===== config.mk =====
export PLATFORM = sky130hd
export DESIGN_NAME = exc_ctrl
export DESIGN_NICKNAME = d
export VERILOG_FILES = /design/src/rtl/exc_ctrl.sv
export SDC_FILE = /design/constraint.sdc
export NUM_CORES = 1
export LEC_CHECK = 0
export CORE_UTILIZATION = 37
export DETAILED_ROUTE_END_ITERATION = 7
export PLACE_DENSITY = 0.84
export REMOVE_ABC_BUFFERS = 1
export SYNTH_ARGS = -nofsm -noshare
export SYNTH_HDL_FRONTEND = slang
export SYNTH_SLANG_ARGS = --single-unit

===== constraint.sdc =====
create_clock -name clk -period 1.85 [get_ports clk]
set_input_delay 0.37 -clock clk [delete_from_list [all_inputs] [get_ports clk]]
set_output_delay 0.37 -clock clk [all_outputs]
set_load 0.01 [all_outputs]

===== src/rtl/exc_ctrl.sv =====
// exc_ctrl: exception sequencing controller for the LEGv8 core.
// Picks one event (NotAnInstr over IRQs, lowest IRQ index first), drains the
// pipeline for FLUSH_CYCLES, redirects fetch to the vector and records
// ELR/ESR. IRQs stay masked while the handler runs. ERet returns to ELR.
//
// Ports
//   clk, reset          clock (rising edge), synchronous active-high reset
//   irq_req [N_IRQ]     level-sensitive interrupt requests
//   irq_en              global IRQ enable
//   nai                 NotAnInstr from the main decoder
//   eret                ERet from the main decoder
//   pc [64]             PC of the instruction being decoded
//   flush               squash all in-flight instructions
//   exc                 PC mux select for vec_pc (1-cycle pulse)
//   ret                 PC mux select for elr (1-cycle pulse)
//   vec_pc [64]         exception vector (constant VEC_ADDR)
//   elr [64]            exception link register
//   esr [4]             0001 IRQ, 0010 NAI, 0100 nested NAI
//   irq_src [3]         index of the IRQ being serviced
//   irq_ack [N_IRQ]     one-hot acknowledge, 1-cycle pulse on vector entry
//   in_handler          high from drain start until the return completes
module exc_ctrl #(
  parameter int unsigned N_IRQ        = 4,
  parameter int unsigned FLUSH_CYCLES = 3,
  parameter logic [63:0] VEC_ADDR     = 64'hD8
) (
  input  logic             clk,
  input  logic             reset,
  input  logic [N_IRQ-1:0] irq_req,
  input  logic             irq_en,
  input  logic             nai,
  input  logic             eret,
  input  logic [63:0]      pc,
  output logic             flush,
  output logic             exc,
  output logic             ret,
  output logic [63:0]      vec_pc,
  output logic [63:0]      elr,
  output logic [3:0]       esr,
  output logic [2:0]       irq_src,
  output logic [N_IRQ-1:0] irq_ack,
  output logic             in_handler
);

  localparam int unsigned CNT_W = (FLUSH_CYCLES > 1) ? $clog2(FLUSH_CYCLES) : 1;
  localparam int unsigned ESR_W = 4;

  localparam logic [ESR_W-1:0] ESR_IRQ    = 4'b0001;
  localparam logic [ESR_W-1:0] ESR_NAI    = 4'b0010;
  localparam logic [ESR_W-1:0] ESR_NESTED = 4'b0100;

  localparam logic [CNT_W-1:0] CNT_LAST = CNT_W'(FLUSH_CYCLES - 1);
  localparam logic [N_IRQ-1:0] ACK_ONE  = N_IRQ'(1);

  typedef enum logic [2:0] {
    S_IDLE,
    S_FLUSH,
    S_ENTER,
    S_HANDLER,
    S_RETURN
  } state_e;

  state_e             state_q;
  logic [CNT_W-1:0]   cnt_q;
  logic               flush_q;
  logic               exc_q;
  logic               ret_q;
  logic [63:0]        elr_q;
  logic [ESR_W-1:0]   esr_q;
  logic [2:0]         irq_src_q;
  logic [N_IRQ-1:0]   irq_ack_q;
  logic               in_handler_q;

  logic               irq_any;
  logic [2:0]         irq_low;

  // Lowest-index pending request wins; scan from the top so index 0 lands last.
  always_comb begin
    irq_low = 3'd0;
    for (int i = int'(N_IRQ) - 1; i >= 0; i--) begin
      if (irq_req[i]) irq_low = 3'(i);
    end
  end

  assign irq_any = irq_en & (|irq_req);

  // Sequencer: state, drain counter, captured ELR/ESR and registered pulses.
  always_ff @(posedge clk) begin
    if (reset) begin
      state_q      <= S_IDLE;
      cnt_q        <= '0;
      flush_q      <= 1'b0;
      exc_q        <= 1'b0;
      ret_q        <= 1'b0;
      elr_q        <= 64'd0;
      esr_q        <= '0;
      irq_src_q    <= 3'd0;
      irq_ack_q    <= '0;
      in_handler_q <= 1'b0;
    end else begin
      exc_q     <= 1'b0;
      ret_q     <= 1'b0;
      irq_ack_q <= '0;
      case (state_q)
        S_IDLE: begin
          if (nai || irq_any) begin
            state_q      <= S_FLUSH;
            cnt_q        <= '0;
            flush_q      <= 1'b1;
            in_handler_q <= 1'b1;
            elr_q        <= pc;
            if (nai) begin
              esr_q <= ESR_NAI;
            end else begin
              esr_q     <= ESR_IRQ;
              irq_src_q <= irq_low;
            end
          end
        end
        S_FLUSH: begin
          // Selection is already latched; inputs are not looked at while draining.
          if (cnt_q == CNT_LAST) begin
            state_q <= S_ENTER;
            exc_q   <= 1'b1;
            if (esr_q == ESR_IRQ) irq_ack_q <= ACK_ONE << irq_src_q;
          end else begin
            cnt_q <= cnt_q + CNT_W'(1);
          end
        end
        S_ENTER: begin
          state_q <= S_HANDLER;
          flush_q <= 1'b0;
        end
        S_HANDLER: begin
          // ERet has priority over a fault in the same cycle.
          if (eret) begin
            state_q <= S_RETURN;
            ret_q   <= 1'b1;
            flush_q <= 1'b1;
          end else if (nai) begin
            state_q <= S_FLUSH;
            cnt_q   <= '0;
            flush_q <= 1'b1;
            esr_q   <= ESR_NESTED;
          end
        end
        S_RETURN: begin
          state_q      <= S_IDLE;
          flush_q      <= 1'b0;
          in_handler_q <= 1'b0;
        end
        default: begin
          state_q      <= S_IDLE;
          flush_q      <= 1'b0;
          in_handler_q <= 1'b0;
        end
      endcase
    end
  end

  assign flush      = flush_q;
  assign exc        = exc_q;
  assign ret        = ret_q;
  assign vec_pc     = VEC_ADDR;
  assign elr        = elr_q;
  assign esr        = esr_q;
  assign irq_src    = irq_src_q;
  assign irq_ack    = irq_ack_q;
  assign in_handler = in_handler_q;

endmodule

# Word level (Yosys, flattened, before mapping)
# Index checks and enable logic that the tools add are counted.
[word_totals]
ff_bits = 84
out_inout_bits = 143
[classes]
addsub = 1
eq_ne = 11
shift = 1
mux = 26
n_bitwise = 7
n_reduce_logical = 16
[ops]
columns = ["cell", "count"]
rows = [
  ["$mux W3", 7],
  ["$mux W2", 6],
  ["$mux W4", 3],
  ["$pmux W3 S4", 1],
  ["$ne A2 B2 Y1 const B", 5],
  ["$reduce_and A3 Y1", 3],
  ["$pmux W4 S2", 1],
  ["$reduce_or A4 Y1", 2],
  ["$eq A3 B2 Y1 const B", 2],
  ["$not A1 Y1", 6],
  ["$pmux W2 S3", 1],
  ["$mux W1", 5],
  ["$reduce_and A5 Y1", 1],
  ["$eq A4 B1 Y1 const B", 1],
  ["$reduce_and A2 Y1", 2],
  ["$reduce_and A4 Y1", 1],
  ["$reduce_or A2 Y1", 2],
  ["$shl A1 B3 Y4 const A", 1],
  ["$eq A3 B1 Y1 const B", 1],
  ["$logic_not A3 Y1", 1],
  ["$ne A3 B3 Y1 const B", 1],
  ["$pmux W1 S3", 1],
  ["$reduce_bool A3 Y1", 1],
  ["$reduce_or A3 Y1", 1],
  ["other kinds (6)", 6],
]

# Depth between registers and ports, before layout
[logic_depth]
depth_word = 5
mapped_depth = 6
mapped_depth_nobuf = 6

# Least setup slack after synthesis
# Ideal clock, no wire load.
[synth_timing]
path_kind = "input -> register"
start = "input irq_req[0]"
end = "register elr_q[3], in the netlist elr[3]"
setup_ns = 0.070
arrival_ns = 1.395
required_time_ns = 1.780
path_slack_ns = 0.384
stages = 6
path_cell_list = "o41a_1 -> o21ai_2 -> buf_4 -> buf_6 -> nand2_1 -> a21oi_1"
[synth_between]
elab_chain_len = 4
[synth_rtl]
columns = ["item", "line_no", "text"]
rows = [
  ["from (decl)", "29", "input logic [N_IRQ-1:0] irq_req,"],
  ["$reduce_or A4 Y1", "85", "assign irq_any = irq_en & (|irq_req);"],
  ["$and A1 B1 Y1", "85", ""],
  ["$logic_or A1 B1 Y1", "106", "if (nai || irq_any) begin"],
  ["$reduce_and A2 Y1 (no line)", "--", ""],
  ["to (signal assigned)", "111", "elr_q <= pc;"],
  ["to (decl)", "68", "logic [63:0] elr_q;"],
]
# No other way between the ends.
# A chain may end at the register's enable or synchronous reset.

# Worst setup path in the final report
[layout_timing]
start = "input irq_req[2]"
end = "register elr_q[17], in the netlist elr[17]"
# Same word-level chain as after synthesis.

==> summary.txt <==
Critical path
  • FF-to-FF path depth: 5
  • CP required: between 2000 and 2500 ps
  • Cell at the slowest stage of the critical path: o41a_1
  • Critical Path Start Type: primary input
  • RR Endpoint: elr[17]
  • Max FO, Critical Path: 20
  • Crit path top cell by count: buf_12
  • Buf/Inv on CP: 3
  • Flop2flop setup slack: 200 ps
  • Reg-to-reg startpoint: state_q[1]
  • CP Capture Type: flop
  • Worst path top cell family by delay: compound AO/OA/AOI/OAI gates
  • CP Cell Sequence: clkdlybuf4s50_1 -> o41a_1 -> o21ai_4 -> buf_12 -> buf_12 -> nand2_1 -> a21oi_1
  • CP Data Arrival Time: approximately 2100 ps
  • Worst setup path class: in -> reg
  • Crit path largest cell delay: ~500 ps
  • Critical path depth: 7

Final layout
  • Share of layout cells above drive strength 1: under 10%
  • Fin cells: 714
  • Highest-count cells in the layout ignoring fill and taps: 148 x clkdlybuf4s50_1, 131 x nand2_1, 82 x dfxtp_1, 69 x a21oi_1, 66 x conb_1
  • Antenna Cells: 0
  • Synth-to-Final Area Change: 46.7%
  • Number of fill cells: 832
  • Area occupied by multi-input gates: 1470 sq um
  • Commonest non-fill, non-tap cell in the layout: clkdlybuf4s50_1
  • FF/Latch Area: 1640 sq um
  • # nets final: approximately 650

Power and ir drop
  • Clk pwr share: 29.7%
  • Switching Fraction: between 20 and 30%
  • Pint: 2840 uW
  • Flop pwr share: 48.5%
  • Pwr dens: a little under 800 nW/um^2
  • Leakage: between 0.002 and 0.0025 uW
  • Design Power: between 4000 and 5000 uW
  • NetSw: 1170 uW
  • Worst IR Drop VDD: roughly 0.44 mV
  • Comb pwr share: 21.8%

Drt
  • Drt initial violations: 76
  • Post-DR vias/cell: roughly 4.5
  • DRT Wirelength: 8.99 mm
  • Post-route ant nets: 0
  • Via count: approximately 3200
  • Pre-Repair DR Iteration Count: 5
  • Remaining DRCs: 0
  • Avg WL per Cell: roughly 13 um

Worst hold path
  • Hold endpoint: irq_src[0]
  • Hold Path Depth: 2
  • Worst hold-check path type: in -> reg
  • Hold_sp: reset

Die
  • I/O pins: 216
  • Die H: roughly 100 um
  • Die Wd: around 100 um
  • Total die area: ~9900 sq um
  • Cell row count: 35
  • Core Region: about 9200 sq um
  • Initial core utilization: a little under two fifths

Global routing
  • Largest net degree at the start of global routing: 40
  • GRT Util Overall: between 10% and 20%
  • Initial antenna violation count: 0
  • Vias in the first global route: roughly 3000
  • First-pass GRT wire length: 13.8 mm
  • Total congestion overflow: 0

Clock tree
  • Num CTS Buffers: 9
  • CTS H-tree lvls: 3
  • Number of gates resized after cts: 0
  • Clk slew on worst S/H paths: 90 ps
  • Clock buffer depth: 2
  • Clock tree sinks: 82
  • CTS tree: yes
  • Worst skew pair latency: approximately 340 ps
  • Post-CTS setup repair buffer count: 0
  • CTS Hold Buffers Added: 0
  • Root buf cell: clkbuf_8

Yosys
  • Number of synthesized flops with an enable pin: 0
  • Syn Area/Cell: roughly 8.2 sq um
  • Distinct cell type count after synthesis: 36
  • Register area share after synthesis: a little under half
  • Top FF cell, synth: dfxtp_1
  • FFs w/ async S/R, synth: 0%
  • Syn Inst Count: around 430
  • Register bit total from synthesis: 82
  • Synth Warn #: 0
  • Mapped Area: about 3500 sq um

Placement
  • Placed cell count: about 700
  • Hpwl dp: 6.45 mm
  • Final GP Congestion: 0.816
  • Pre-CTS worst setup slack: -306 ps
  • Buffers added on ports: ~150

Status
  • Status: complete, no violations

Timing
  • Final setup vio count: 0
  • F_max: 0.548 GHz
  • Worst hold margin: roughly 380 ps
  • Fin crit period: 1830 ps
  • Pins Over Slew Limit: 0
  • Fin crit share: a little over nine tenths
  • Worst setup margin: between 20 and 25 ps
  • Final Hold Viols: 0
  • Clock skew: 6.20 ps

Run
  • Max-Cap Viols: 0
==> area by class of cell <==
type,instances,share of cell area (%)
Clock buffer,9,2.39
Multi-Input combinational cell,315,28.5
Sequential cell,82,31.7
Inverter,5,0.363
Tap cell,129,3.12
Clock inverter,7,1.04
Timing Repair Buffer,167,32.9
==> power groups by stage <==
stage	combinational (uW)	clock (uW)	sequential [uW]
2_1_floorplan	278	0	2030
3_5_place_dp	850	0	1980
3_3_place_gp	831	0	1980
5_1_grt	955	1320	1960
4_1_cts	855	1240	1940
6_report	875	1190	1940
==> metal layers <==
| layer | vias up | track usage, % | share of wire [%] |
|---|---|---|---|
| met5 | - | 0 | 0 |
| met4 | 0 | 7.13 | 2.3 |
| met3 | 19 | 4.78 | 5.7 |
| met2 | 153 | 32.0 | 51 |
| met1 | 1482 | 19.4 | 41 |
| li1 | 1566 | - | - |
==> flip-flops by register name (all words and copies together), names as in the netlist <==
signal	flops
irq_src	2
irq_ack	4
state_q	3
esr	3
cnt_q	2
in_handler	1
exc	1
ret	1
elr	64
flush	1
==> worst max-delay path by stage <==
stage,end,startpoint,slack [ps]
finish,elr[17],irq_req[2],20
global route,elr[16],irq_req[2],-20
CTS,elr[17],irq_req[0],60
detailed placement,elr[17],irq_req[0],-310
global placement,elr[57],irq_req[0],-200
floorplan,esr[2],irq_req[0],-620
==> stage by stage <==
step                utilization [%]  area, sq um  TNS [ps]
finish                         56.0         5170         0
global route                   56.0         5170     -90.1
CTS                            55.5         5130         0
detailed placement             53.6         4950    -16820
global placement               53.6         4950    -12460
floorplan                         -         3130    -35650
==> cells in the mapped netlist (2+ instances only) <==
| cell | number | area share (%) |
|---|---|---|
| buf_4 | 68 | 14 |
| mux2i_1 | 4 | 1.1 |
| nor4_1 | 2 | 0.35 |
| inv_1 | 5 | 0.53 |
| clkbuf_1 | 9 | 0.96 |
| nor2_1 | 8 | 0.85 |
| conb_1 | 2 | 0.21 |
| dfxtp_1 | 82 | 47 |
| nand2b_1 | 4 | 0.71 |
| nand2_1 | 131 | 14 |
| nor3_1 | 5 | 0.71 |
| and4_1 | 2 | 0.50 |
| buf_6 | 5 | 1.6 |
| buf_2 | 8 | 1.1 |
| a2111oi_0 | 2 | 0.50 |
| o21ai_0 | 3 | 0.43 |
| a21oi_1 | 69 | 9.8 |
==> cells by family (layout without fill, tap and decap cells) <==
logic type               count (synthesis)  after routing  share of synthesized area (%)
other                                    2             66                          0.213
AO/OA/AOI/OAI                           83             83                           13.7
flip-flops                              82             82                           46.5
multiplexers                             5              5                           1.45
buffers and inverters                   95            188                           18.7
adder cells (fa/ha/maj)                  1              1                          0.355
AND/OR/NAND/NOR                        160            160                           19.0
No activity file was read; power rests on OpenSTA's default activity.
